### src/rtl/coin_payout.sv
// Refund engine: converts credits plus change into coins and ejects them
// one at a time, largest denomination first, through a valid/ready hopper.
module coin_payout #(
  parameter int UNITS_PER_GAME = 4,
  parameter int GAP_CYCLES     = 16,
  parameter int TIMEOUT_CYCLES = 50000000
) (
  input  logic       CLOCK_50,
  input  logic       reset_L,
  input  logic       refundReq,
  input  logic [3:0] NumGames,
  input  logic [1:0] change,
  input  logic       hopperReady,
  input  logic       hopperDone,
  output logic       CoinOutValid,
  output logic [1:0] CoinOutValue,
  output logic       clearCredits,
  output logic       busy,
  output logic       refundDone,
  output logic       jam
);

  localparam int MAXC = (TIMEOUT_CYCLES > GAP_CYCLES) ?
                        TIMEOUT_CYCLES : GAP_CYCLES;
  localparam int CW = $clog2(MAXC + 1);

  localparam logic [CW-1:0] TLAST = CW'(TIMEOUT_CYCLES - 1);
  localparam logic [CW-1:0] GLAST = CW'(GAP_CYCLES - 1);

  localparam logic [2:0] IDLE   = 3'd0;
  localparam logic [2:0] SELECT = 3'd1;
  localparam logic [2:0] ISSUE  = 3'd2;
  localparam logic [2:0] WAIT   = 3'd3;
  localparam logic [2:0] GAP    = 3'd4;
  localparam logic [2:0] DONE   = 3'd5;
  localparam logic [2:0] JAM    = 3'd6;

  logic [2:0]    state_q, state_d;
  logic [4:0]    rem_q, rem_d;
  logic [1:0]    coin_q, coin_d;
  logic [CW-1:0] cnt_q, cnt_d;
  logic          clr_q, clr_d;

  logic [4:0] load;
  logic [4:0] coin_val;

  assign load = 5'({1'b0, NumGames} * UNITS_PER_GAME) + 5'(change);

  always_comb begin
    unique case (coin_q)
      2'd3:    coin_val = 5'd5;
      2'd2:    coin_val = 5'd3;
      default: coin_val = 5'd1;
    endcase
  end

  always_comb begin
    state_d = state_q;
    rem_d   = rem_q;
    coin_d  = coin_q;
    cnt_d   = cnt_q;
    clr_d   = 1'b0;
    unique case (state_q)
      IDLE: begin
        if (refundReq && load != 5'd0) begin
          rem_d   = load;
          clr_d   = 1'b1;
          state_d = SELECT;
        end
      end
      SELECT: begin
        if (rem_q == 5'd0) begin
          state_d = DONE;
        end else begin
          if (rem_q >= 5'd5)      coin_d = 2'd3;
          else if (rem_q >= 5'd3) coin_d = 2'd2;
          else                    coin_d = 2'd1;
          state_d = ISSUE;
        end
      end
      ISSUE: begin
        if (hopperReady) begin
          rem_d   = rem_q - coin_val;
          cnt_d   = '0;
          state_d = WAIT;
        end
      end
      WAIT: begin
        // a completion on the terminal cycle still counts as success
        if (hopperDone) begin
          cnt_d   = '0;
          state_d = GAP;
        end else if (cnt_q == TLAST) begin
          state_d = JAM;
        end else begin
          cnt_d = cnt_q + 1'b1;
        end
      end
      GAP: begin
        if (cnt_q == GLAST) state_d = SELECT;
        else                cnt_d = cnt_q + 1'b1;
      end
      DONE:    state_d = IDLE;
      JAM:     state_d = JAM;
      default: state_d = IDLE;
    endcase
  end

  always_ff @(posedge CLOCK_50) begin
    if (!reset_L) begin
      state_q <= IDLE;
      rem_q   <= '0;
      coin_q  <= '0;
      cnt_q   <= '0;
      clr_q   <= 1'b0;
    end else begin
      state_q <= state_d;
      rem_q   <= rem_d;
      coin_q  <= coin_d;
      cnt_q   <= cnt_d;
      clr_q   <= clr_d;
    end
  end

  assign CoinOutValid = (state_q == ISSUE);
  assign CoinOutValue = (state_q == ISSUE) ? coin_q : 2'd0;
  assign clearCredits = clr_q;
  assign busy         = (state_q != IDLE);
  assign refundDone   = (state_q == DONE);
  assign jam          = (state_q == JAM);

endmodule

### config.mk
export PLATFORM = sky130hd
export DESIGN_NAME = coin_payout
export DESIGN_NICKNAME = d
export VERILOG_FILES = /design/src/rtl/coin_payout.sv
export SDC_FILE = /design/constraint.sdc
export NUM_CORES = 1
export LEC_CHECK = 0
export ABC_AREA = 1
export CAP_MARGIN = 20
export CORE_MARGIN = 2
export CORE_UTILIZATION = 39
export DETAILED_ROUTE_END_ITERATION = 12
export GPL_ROUTABILITY_DRIVEN = 0
export GPL_TIMING_DRIVEN = 0
export HOLD_SLACK_MARGIN = 0.15
export PLACE_DENSITY = 0.56
export REMOVE_ABC_BUFFERS = 1
export SYNTH_ARGS = -nofsm -noshare
export SYNTH_HDL_FRONTEND = slang
export SYNTH_SLANG_ARGS = --single-unit
### constraint.sdc
create_clock -name CLOCK_50 -period 4.4 [get_ports CLOCK_50]
set_input_delay 0.66 -clock CLOCK_50 [delete_from_list [all_inputs] [get_ports CLOCK_50]]
set_output_delay 0.66 -clock CLOCK_50 [all_outputs]
set_load 0.02 [all_outputs]
## Word-level counts from Yosys, hierarchy flattened

Index checks and enable logic that the tools add are counted.

| storage, ports and cells | value |
|---|---|
| register bits after elaboration | 37 |
| input bits | 11 |

| operators by class | value |
|---|---|
| bitwise gates (word level) | 1 |
| reductions and logical operators | 12 |
| multiplexer cells | 20 |
| order comparisons | 2 |
| add/sub/neg operators | 3 |
| equal/unequal tests | 16 |

Operator list:

| cell | count |
|---|---|
| 26-bit two-way mux | 4 |
| 26-bit case mux with 3 select lines | 1 |
| 26-bit by 1-bit adder with 26-bit output (second input constant) | 1 |
| 26-bit == test (second input constant) | 1 |
| 26-bit by 4-bit == test with 1-bit output (second input constant) | 1 |
| 3-bit two-way mux | 6 |
| 3-bit case mux with 6 select lines | 1 |
| 5-bit two-way mux | 2 |
| 5-bit case mux with 2 select lines | 1 |
| 3-bit == test (second input constant) | 3 |
| 2-bit inequality test (second input constant) | 4 |
| 4-bit AND reduction | 2 |
| 3-bit by 2-bit == test with 1-bit output (second input constant) | 2 |
| 2-bit two-way mux | 3 |
| 3-bit inequality test (second input constant) | 2 |
| 3-bit case mux with 2 select lines | 1 |
| 3-bit nonzero test | 2 |
| 5-bit by 2-bit adder with 5-bit output | 1 |
| 5-bit by 2-bit >= comparator with 1-bit output (second input constant) | 1 |
| 5-bit by 3-bit >= comparator with 1-bit output (second input constant) | 1 |
| 5-bit logical NOT | 1 |
| 5-bit nonzero test | 1 |
| 5-bit subtractor | 1 |
| 2-bit == test (second input constant) | 2 |
| 8 further kinds | 9 |

## Depth between registers and ports, before layout

| logic depth | value |
|---|---|
| word-level depth | 5 |
| mapped depth | 13 |
| gate-level depth less buffers | 12 |

## Least setup slack after synthesis

Ideal clock, no wire load.

| path | value |
|---|---|
| kind | reg-to-reg |
| start point | register cnt_q[0] |
| end point | register cnt_q[17] |
| required time | 4.286 ns |
| setup slack | 2.641 ns |
| stages on the path, launching flop included | 14 |
| arrival time | 1.646 ns |
| cells stage by stage | dfxtp_1 > ha_1 > inv_1 > nor2_4 > nand2_2 > nor2_4 > nand4_4 > clkinv_2 > nor2_4 > buf_6 > nand2_2 > nand2_1 > nand2_1 > nor2_2 |

| between the ends | value |
|---|---|
| word-level cells in the longest chain between the ends | 4 |

RTL lines:

| what | line | text |
|---|---|---|
| start, declared | 41 | `logic [CW-1:0] cnt_q, cnt_d;` |
| start signal, assigned | 120 | `cnt_q <= cnt_d;` |
| 26-bit by 1-bit adder with 26-bit output | 96, 101 |  |
| 26-bit two-way mux | 93 | `end else if (cnt_q == TLAST) begin` |
| 26-bit two-way mux | 90 | `if (hopperDone) begin` |
| 26-bit case mux with 3 select lines | 63 | `unique case (state_q)` |

Parallel ways exist; a longest one is shown, timed or not. The select of a mux whose other input is x is not followed.
A chain may end at the register's enable or synchronous reset.

## Worst setup path in the final report

| path | value |
|---|---|
| start point | register state_q[1] |
| end point | output CoinOutValid |

| between the ends | value |
|---|---|
| word-level cells in the longest chain between the ends | 1 |

RTL lines:

| what | line | text |
|---|---|---|
| start, declared | 38 | `logic [2:0] state_q, state_d;` |
| start signal, assigned | 117 | `state_q <= state_d;` |
| 3-bit by 2-bit == test with 1-bit output | 125 | `assign CoinOutValid = (state_q == ISSUE);` |
| end, declared | 15 | `output logic CoinOutValid,` |

No other way between the ends.

==> results.sh <==
export IMPL_status="completed"
export IMPL_track_usage_pct=19.0
export IMPL_cts_made_buffers=5
export IMPL_cp_data_arrival_time_ns=1.88
export IMPL_mappedNetlistArea_um2=2810
export IMPL_power_leakage_nw=1.24
export IMPL_most_common_library_cell_in_the_layout_ignoring_fill_and_taps="sky130_fd_sc_hd__nand2_1"
export IMPL_worst_ir_drop_vdd_mv=0.284
export IMPL_floorplan_die_height_um=88.9
export IMPL_yosysWarningCount=0
export IMPL_minimum_period_implied_by_the_final_worst_setup_slack_ns=2.54
export IMPL_worst_path_max_delay_cell="sky130_fd_sc_hd__clkdlybuf4s50_1"
export IMPL_cell_count_after_synthesis=451
export IMPL_grt_pass1_wl_um=11500
export IMPL_timing_setup_critical_path_class="register to output port"
export IMPL_detailedRoute_firstIterationViolations=152
export IMPL_critical_path_cell_chain="nand3_4 -> inv_1 -> clkdlybuf4s50_1"
export IMPL_worst_slew_margin_rel_pct=35.6
export IMPL_yosysSeqAreaShare_pct=26.4
export IMPL_sequential_cell_area_um2=741
export IMPL_drt_vias_per_instance=4.82
export IMPL_drv_cap=0
export IMPL_maxSlewViolCount=0
export IMPL_clkSlewWorstSetupHoldPaths_ns=0.07
export IMPL_post_cts_buffers=0
export IMPL_vias_in_the_first_global_route=2436
export IMPL_multiInputGateArea_um2=1720
export IMPL_post_route_cells_drive_above_1_share_pct=12.9
export IMPL_pin_slew_with_the_least_headroom_to_its_limit_ns=0.964
export IMPL_power_density_nw_per_um2=414
export IMPL_initial_core_util_pct=40.9
export IMPL_critPathRequiredTime_ns=3.74
export IMPL_antenna_diode_count=0
export IMPL_final_nets=479
export IMPL_clockBufferDepth=2
export IMPL_final_min_period_over_clock_period_pct=57.8
export IMPL_placement_io_buffers=16
export IMPL_fp_coreArea_um2=6870
export IMPL_aggregate_global_routing_overflow=0
export IMPL_cpLargestDelayFamily="buffers and inverters"
export IMPL_syn_to_final_growth_pct=9.44
export IMPL_setup_failing_eps_final=0
export IMPL_end_kind="output port"
export IMPL_fmax_ghz=0.393
export IMPL_flip_flop_and_latch_count_after_synthesis=37
export IMPL_hold_violations=0
export IMPL_route_vias_total=2701
export IMPL_yosys_cell_types_count=40
export IMPL_place_detailed_hpwl_um=5130
export IMPL_count_of_tritonroute_iterations_in_the_first_routing_pass=4
export IMPL_die_width_um=88.9
export IMPL_worst_path_max_fanout=10
export IMPL_std_cell_rows=30
export IMPL_layout_common_cells="sky130_fd_sc_hd__nand2_1 (115), sky130_fd_sc_hd__nor2_1 (74), sky130_fd_sc_hd__inv_1 (55)"
export IMPL_grt_setup_unrepaired="no"
export IMPL_insertion_delay_ns=0.29
export IMPL_route_antenna_remaining_nets=0
export IMPL_wire_length_per_cell_um=12.3
export IMPL_post_synthesis_mean_instance_area_um2=6.23
export IMPL_grt_max_degree=23
export IMPL_final_util_pct=44.8
export IMPL_drt_drc_violations_left=0
export IMPL_finalWirelength_um=6890
export IMPL_cts_htree_levels=2
export IMPL_clk_root_buffer_cell="sky130_fd_sc_hd__clkbuf_8"
export IMPL_min_delay_path_class="register to register"
export IMPL_cpPeakStageDelay_ns=0.65
export IMPL_die_footprint_um2=7900
export IMPL_tritoncts_num_sinks=37
export IMPL_layout_filler_cells=750
export IMPL_fin_setup_tns_ns=0
export IMPL_clock_skew_ns=0.00823
export IMPL_antenna_found_initial=0
export IMPL_cts_hold_repair_buffers=0
export IMPL_post_cts_resized_instances=0
export IMPL_cp_num_buf_inv=2
export IMPL_crit_path_start_kind="register"
export IMPL_tritoncts_clock_tree="yes"
export IMPL_io_pin_count=18
flip-flops by register name (all words and copies together) (netlist names):
register      count
cnt_q            26
rem_q             5
state_q           3
coin_q            2
clearCredits      1
stage by stage:
step,worst slack [ns],power [mW],std cells,hold slack [ns],instance area (um2)
6_report,1.86,1.27,560,0.502,3070
5_1_grt,1.71,1.38,560,0.518,3070
3_5_place_dp,1.68,1.03,553,0.477,2990
4_1_cts,1.83,1.29,560,0.489,3070
3_3_place_gp,1.69,1.03,553,0.472,2990
2_1_floorplan,2.63,0.865,441,0.453,2710
path summary, 6_finish.rpt:
path	start	endpoint	slack, ns	cells after the start
hold reg to reg	rem_q[3]	rem_q[3]	0.50	2
hold / removal	rem_q[3]	rem_q[3]	0.50	2
setup reg to reg	cnt_q[0]	cnt_q[12]	2.28	12
setup / recovery	state_q[1]	CoinOutValid	1.86	3
logic make-up after synthesis:
| group | count (synthesis) | share of synthesized area (%) |
|---|---|---|
| AND/OR/NAND/NOR | 274 | 46.1 |
| buffers and inverters | 74 | 12.3 |
| AO/OA/AOI/OAI | 58 | 11.9 |
| flip-flops | 37 | 26.4 |
| XOR/XNOR | 4 | 1.25 |
| adder cells (fa/ha/maj) | 4 | 2.05 |
report_power, final:
group / internal [mW] / total (mW) / switching [mW]
clock network: 0.125 / 0.247 / 0.122
logic: 0.198 / 0.602 / 0.404
registers: 0.379 / 0.423 / 0.0437
layout make-up:
cell class | count | share of cell area [%]
multi-input combinational | 340 | 56.0
sequential | 37 | 24.1
inverter | 64 | 7.98
timing repair buffer | 16 | 5.21
tap | 96 | 3.91
clock buffer | 7 | 2.81
worst register-to-register path: stages, from the launching register on:
cell	delay, ns
sky130_fd_sc_hd__dfxtp_1	0.39
sky130_fd_sc_hd__ha_1	0.29
sky130_fd_sc_hd__inv_1	0.11
sky130_fd_sc_hd__nor2_4	0.07
sky130_fd_sc_hd__nand2_2	0.09
sky130_fd_sc_hd__nor2_4	0.05
sky130_fd_sc_hd__nand4_4	0.13
sky130_fd_sc_hd__clkinv_2	0.08
sky130_fd_sc_hd__nor2_4	0.49
sky130_fd_sc_hd__nand2_1	0.14
sky130_fd_sc_hd__nand2_1	0.10
sky130_fd_sc_hd__nand2_1	0.05
sky130_fd_sc_hd__nor2_1	0.09
Yosys cell counts, drive strengths merged:
| cell | number | area (um2) |
|---|---|---|
| xor2 | 4 | 35.0 |
| o21a | 1 | 7.51 |
| dfxtp | 37 | 741 |
| a21oi | 37 | 215 |
| a211oi | 1 | 7.51 |
| and2 | 2 | 12.5 |
| a221oi | 1 | 8.76 |
| nor2 | 87 | 389 |
| nor3 | 9 | 55.1 |
| fa | 1 | 20.0 |
| o211ai | 1 | 7.51 |
| nand2 | 129 | 529 |
| nand4 | 15 | 109 |
| or3 | 1 | 6.26 |
| buf | 6 | 72.6 |
| clkbuf | 4 | 28.8 |
| or2 | 1 | 6.26 |
| o22ai | 1 | 6.26 |
| clkinv | 2 | 10.0 |
| nand3 | 30 | 188 |
| ha | 3 | 37.5 |
| o21ai | 15 | 75.1 |
| inv | 62 | 235 |
| a31oi | 1 | 6.26 |
metal layers:
layer | GRT usage [%] | vias to the layer above | wire length [um] | part of all wire, %
li1 | - | 1458 | - | -
met1 | 25.6 | 1207 | 3570 | 52
met2 | 31.3 | 29 | 3070 | 45
met3 | 2.80 | 7 | 175 | 2.5
met4 | 5.51 | 0 | 75 | 1.1
met5 | 0 | - | 0 | 0
(Power assumes the default switching activity.)
